`src/rtl/coin_input_conditioner.sv`:
```
// Coin/accept input conditioner: 2-FF sync, debounce FSM and one-cycle press pulse per channel,
// with coin-priority arbitration. Optional press counter enabled by COIN_CONDITIONER_EVENT_CNT_EN.
module coin_input_conditioner #(
  parameter int DEBOUNCE_CYCLES = 8,
  parameter int CNT_W           = 4
) (
  input  logic       clk,
  input  logic       reset,
  input  logic       m_raw,
  input  logic       a_raw,
  output logic       m_pulse,
  output logic       a_pulse,
  output logic       m_level,
  output logic       a_level,
  output logic [7:0] coin_cnt
);

  typedef enum logic [1:0] {IDLE, ARM_HI, HIGH, ARM_LO} deb_state_t;

  typedef struct packed {
    deb_state_t       state;
    logic [CNT_W-1:0] cnt;
    logic             level;
    logic             press;
  } deb_t;

  localparam logic [CNT_W-1:0] CNT_MAX = CNT_W'(DEBOUNCE_CYCLES);
  localparam logic [CNT_W-1:0] CNT_ONE = CNT_W'(1);

  // Next-state of one debounce channel; press is raised only on the qualified rising edge.
  function automatic deb_t deb_step(input deb_state_t st, input logic [CNT_W-1:0] cnt,
                                    input logic s2);
    deb_t n;
    n.state = st;
    n.cnt   = cnt;
    n.level = 1'b0;
    n.press = 1'b0;
    case (st)
      IDLE: begin
        if (s2) begin
          n.state = ARM_HI;
          n.cnt   = CNT_ONE;
        end
      end
      ARM_HI: begin
        if (!s2) begin
          n.state = IDLE;
          n.cnt   = '0;
        end else if (cnt == CNT_MAX) begin
          n.state = HIGH;
          n.cnt   = '0;
          n.press = 1'b1;
        end else begin
          n.cnt = cnt + CNT_ONE;
        end
      end
      HIGH: begin
        if (!s2) begin
          n.state = ARM_LO;
          n.cnt   = CNT_ONE;
        end
      end
      ARM_LO: begin
        if (s2) begin
          n.state = HIGH;
          n.cnt   = '0;
        end else if (cnt == CNT_MAX) begin
          n.state = IDLE;
          n.cnt   = '0;
        end else begin
          n.cnt = cnt + CNT_ONE;
        end
      end
      default: begin
        n.state = IDLE;
        n.cnt   = '0;
      end
    endcase
    n.level = (n.state == HIGH) || (n.state == ARM_LO);
    return n;
  endfunction

  logic             r_m_s1, r_m_s2, r_a_s1, r_a_s2;
  deb_state_t       r_m_state, r_a_state;
  logic [CNT_W-1:0] r_m_cnt, r_a_cnt;
  logic             r_m_level, r_a_level;
  logic             r_m_pulse, r_a_pulse, r_a_pending;
  deb_t             w_m_nxt, w_a_nxt;
  logic             w_a_req;

  always_comb begin
    w_m_nxt = deb_step(r_m_state, r_m_cnt, r_m_s2);
    w_a_nxt = deb_step(r_a_state, r_a_cnt, r_a_s2);
  end

  // An accept press waits one cycle behind a same-cycle coin press; repeats while waiting merge.
  assign w_a_req = w_a_nxt.press | r_a_pending;

  always_ff @(posedge clk) begin
    if (reset) begin
      r_m_s1      <= 1'b0;
      r_m_s2      <= 1'b0;
      r_a_s1      <= 1'b0;
      r_a_s2      <= 1'b0;
      r_m_state   <= IDLE;
      r_a_state   <= IDLE;
      r_m_cnt     <= '0;
      r_a_cnt     <= '0;
      r_m_level   <= 1'b0;
      r_a_level   <= 1'b0;
      r_m_pulse   <= 1'b0;
      r_a_pulse   <= 1'b0;
      r_a_pending <= 1'b0;
    end else begin
      r_m_s1      <= m_raw;
      r_m_s2      <= r_m_s1;
      r_a_s1      <= a_raw;
      r_a_s2      <= r_a_s1;
      r_m_state   <= w_m_nxt.state;
      r_a_state   <= w_a_nxt.state;
      r_m_cnt     <= w_m_nxt.cnt;
      r_a_cnt     <= w_a_nxt.cnt;
      r_m_level   <= w_m_nxt.level;
      r_a_level   <= w_a_nxt.level;
      r_m_pulse   <= w_m_nxt.press;
      r_a_pulse   <= w_a_req & ~w_m_nxt.press;
      r_a_pending <= w_a_req & w_m_nxt.press;
    end
  end

  assign m_pulse = r_m_pulse;
  assign a_pulse = r_a_pulse;
  assign m_level = r_m_level;
  assign a_level = r_a_level;

`ifdef COIN_CONDITIONER_EVENT_CNT_EN
  logic [7:0] r_coin_cnt;

  always_ff @(posedge clk) begin
    if (reset) begin
      r_coin_cnt <= 8'h00;
    end else if (w_m_nxt.press && (r_coin_cnt != 8'hFF)) begin
      r_coin_cnt <= r_coin_cnt + 8'd1;
    end
  end

  assign coin_cnt = r_coin_cnt;
`else
  assign coin_cnt = 8'h00;
`endif

endmodule

```
`config.mk`:
```
export PLATFORM = sky130hd
export DESIGN_NAME = coin_input_conditioner
export DESIGN_NICKNAME = d
export VERILOG_FILES = /design/src/rtl/coin_input_conditioner.sv
export SDC_FILE = /design/constraint.sdc
export NUM_CORES = 1
export LEC_CHECK = 0
export CAP_MARGIN = 20
export CORE_UTILIZATION = 35
export CTS_CLUSTER_SIZE = 24
export DETAILED_ROUTE_END_ITERATION = 7
export PLACE_DENSITY = 0.68
export RECOVER_POWER = 100
export SLEW_MARGIN = 10
export SYNTH_ARGS = -nofsm -noshare
export SYNTH_HDL_FRONTEND = slang
export SYNTH_SLANG_ARGS = --single-unit
export TNS_END_PERCENT = 10
```
`constraint.sdc`:
```
create_clock -name clk -period 3.85 [get_ports clk]
set_input_delay 0.77 -clock clk [delete_from_list [all_inputs] [get_ports clk]]
set_output_delay 0.77 -clock clk [all_outputs]
set_load 0.01 [all_outputs]
```
==> run_results.csv <==
group,metric,value,unit
clock_network,clock_sinks,20,
worst_setup_path,path_buf_inv,1,
worst_setup_path,startpoint_type,"flip-flop",
worst_setup_path,worstRegToRegCells,5,
timing,setup_violations,0,
drt,detail_route.iter0.violations,14,
synthesis,synth_cell_type_count,34,
clock_network,clock_latency,0.29,ns
pwr,p_sw_share,21.8,%
timing,hold_violations,0,
die,rows,18,
timing,fin_setup_tns,0,ns
clock_network,cts_resized,0,
pwr,pwr-share-seq,60.7,%
place,dp_hpwl,1160,um
grt,grt_pass1_wl,2540,um
pwr,p_int,275,uW
synthesis,syn_inst,102,
finish,diodes,0,
die,initial_core_util,37.6,%
synthesis,ys_seq_area_share,42.2,%
finish,drive_gt1_share,4.55,%
finish,area_delta_synth_final,10.4,%
synthesis,yosys_warnings,0,
worst_setup_path,max_stage_delay,0.63,ns
synthesis,yosys_register_bits,20,
clock_network,numCtsBuffers,3,
clock_network,root_buffer,"clkbuf_4",
worst_setup_path,cp.arrival,1.33,ns
timing,slew_headroom,50.3,%
worst_setup_path,cp-end-kind,"output pin",
pwr,peakVddDrop,0.235,mV
drt,vias_per_cell,5.12,
pwr,comb_power_share,5.7,%
finish,fin_nets,119,
finish,final_common_cell,"dfxtp_1",
status,outcome,"complete, no violations",
die,coreArea,0.00252,mm2
worst_setup_path,crit_required,3.08,ns
clock_network,clkTransAtPathRegs,0.11,ns
finish,fillers,269,
clock_network,clockBufferDepth,2,
worst_hold_path,worstHoldPathType,"reg -> reg",
pwr,clockPowerShare,33.7,%
grt,track_usage,12.8,%
die,die-area,0.00293,mm2
die,io_pins,16,
synthesis,avgSynthCellArea,9.31,um2
timing,fin_skew,0.00535,ns
worst_setup_path,crit_path_max_fanout,5,
clock_network,post_cts_buffers,0,
worst_setup_path,r2r_slack,2.35,ns
place,gp_congestion,0.864,
timing,period_needed,2.10,ns
grt,grt-ovfl-total,0,
pwr,p_leak,0.410,nW
drt,wl_per_cell,11.5,um
drt,route.detailed.drc,0,
clock_network,cts_tree,"done",
worst_setup_path,crit_slowest_cell,"dlygate4sd3_1",
worst_hold_path,holdPathStages,1,
grt,antenna_found_initial,0,
drt,dr.pass1.iters,4,
grt,grt_max_degree,23,
pwr,netSwitchingPower,76.7,uW
timing,tightest_slew,0.743,ns
finish,final_cells,140,
worst_setup_path,worstPathCellList,"dlygate4sd3_1",
drt,ant_nets,0,
place,dp.cells,136,
worst_setup_path,crit_family,"buffers and inverters",
timing,finalCritPeriodShare,54.6,%
die,die_width,54.1,um
grt,first_global_vias,600,
flow_run,cap_viol_max_count,0,
clock_network,htree_levels,1,
worst_setup_path,crit_cells,1,
synthesis,syn_area,950,um2
finish,final_area,0.00105,mm2
timing,rsz0062_at_grt,"no",
worst_setup_path,crit_type,"reg -> out",
timing,slew_viol_final,0,
pwr,p_per_area,336,mW/mm2
place,port_buffers,7,
clock_network,postCtsHoldBufs,0,
finish,most-common-layout-cells,"dfxtp_1, conb_1",
timing,fmax,0.476,GHz
drt,num_vias,717,
die,die_h,54.1,um
pwr,total_power,352,uW
drt,wl,1610,um
place,place_area,0.00102,mm2
==> state kept, by name, indices dropped and copies added, names as in the netlist <==
register / count
r_a_state: 2
r_m_state: 1
r_m_cnt: 4
r_a_s2: 1
a_pulse: 1
m_pulse: 1
r_a_cnt: 4
r_a_pending: 1
r_a_s1: 1
a_level: 1
r_m_s1: 1
m_level: 1
r_m_s2: 1
==> layout make-up <==
cell class,instances,area (um2),area share (%)
multi-input cells,72,478,45.6
inverters,7,26.3,2.51
clock buffers,4,36.3,3.46
repair buffers,7,70.1,6.68
well taps,30,37.5,3.58
flip-flops and latches,20,400,38.2
==> layer usage <==
metal	wire length, um	vias to the layer above	global-route usage [%]	share of wire (%)
met1	737	332	14.3	46
met3	83	2	3.39	5.2
met2	766	26	21.0	48
li1	-	357	-	-
met4	19	0	8.97	1.2
met5	0	-	0	0
==> Yosys cell counts, drive strengths merged <==
cell | instances | area share, %
dfxtp | 20 | 42
buf | 9 | 6.7
inv | 7 | 2.8
nand3 | 7 | 3.7
nor2 | 7 | 2.8
nor2b | 7 | 4.6
a21oi | 5 | 2.6
ha | 4 | 5.3
a211oi | 3 | 2.4
nand4 | 3 | 2.0
and4b | 2 | 2.1
mux2i | 2 | 2.1
nand2 | 2 | 0.79
nand3b | 2 | 1.6
nor3b | 2 | 1.6
xnor2 | 2 | 1.8
xor2 | 2 | 1.8
a22oi | 1 | 0.79
and2 | 1 | 0.66
and3 | 1 | 0.66
clkbuf | 1 | 0.39
conb | 1 | 0.39
nand2b | 1 | 0.66
nand4b | 1 | 0.92
nor3 | 1 | 0.53
nor4bb | 1 | 1.1
o2111ai | 1 | 0.92
o211ai | 1 | 1.3
o311ai | 1 | 0.92
o41ai | 1 | 0.92
or3 | 1 | 0.66
or3b | 1 | 0.92
or4b | 1 | 1.4
==> per-stage QoR <==
stage | setup WS (ns) | hold slack [ns] | utilization [%]
2_1_floorplan | 2.32 | 0.414 | -
3_3_place_gp | 1.49 | 0.419 | 40.3
3_5_place_dp | 1.44 | 0.433 | 40.3
4_1_cts | 1.76 | 0.461 | 41.7
5_1_grt | 1.67 | 0.473 | 41.6
6_report | 1.75 | 0.453 | 41.6
==> worst reg2reg max path, stage by stage, from the launching register on <==
cell,delay [ns]
dfxtp_1,0.34
inv_1,0.10
ha_1,0.18
nand4b_1,0.17
or3b_1,0.47
nor2b_1,0.15
==> logic make-up (layout without fill, tap and decap cells) <==
logic type	count (synthesis)	in the layout	share of synthesized area (%)
AO/OA/AOI/OAI	13	13	9.88
AND/OR/NAND/NOR	41	41	26.6
flip-flops	20	20	42.2
adder cells (fa/ha/maj)	4	4	5.27
XOR/XNOR	4	4	3.69
multiplexers	2	2	2.11
other	1	8	0.395
buffers and inverters	17	18	9.88
==> power groups by stage <==
stage          Sequential [mW]  Clock (mW)  Combinational [mW]
3_5_place_dp             0.218           0              0.0201
2_1_floorplan            0.218           0              0.0206
5_1_grt                  0.214       0.134              0.0227
6_report                 0.213       0.118              0.0200
4_1_cts                  0.214       0.128              0.0201
3_3_place_gp             0.218           0              0.0195
==> worst paths after layout <==
path / startpoint / to
worst max-delay path: m_level / m_level
worst min-delay path: r_a_s1 / r_a_s2
worst max register to register: r_m_cnt[0] / a_pulse
worst min register to register: r_a_s1 / r_a_s2
No activity file was read; power rests on OpenSTA's default activity.
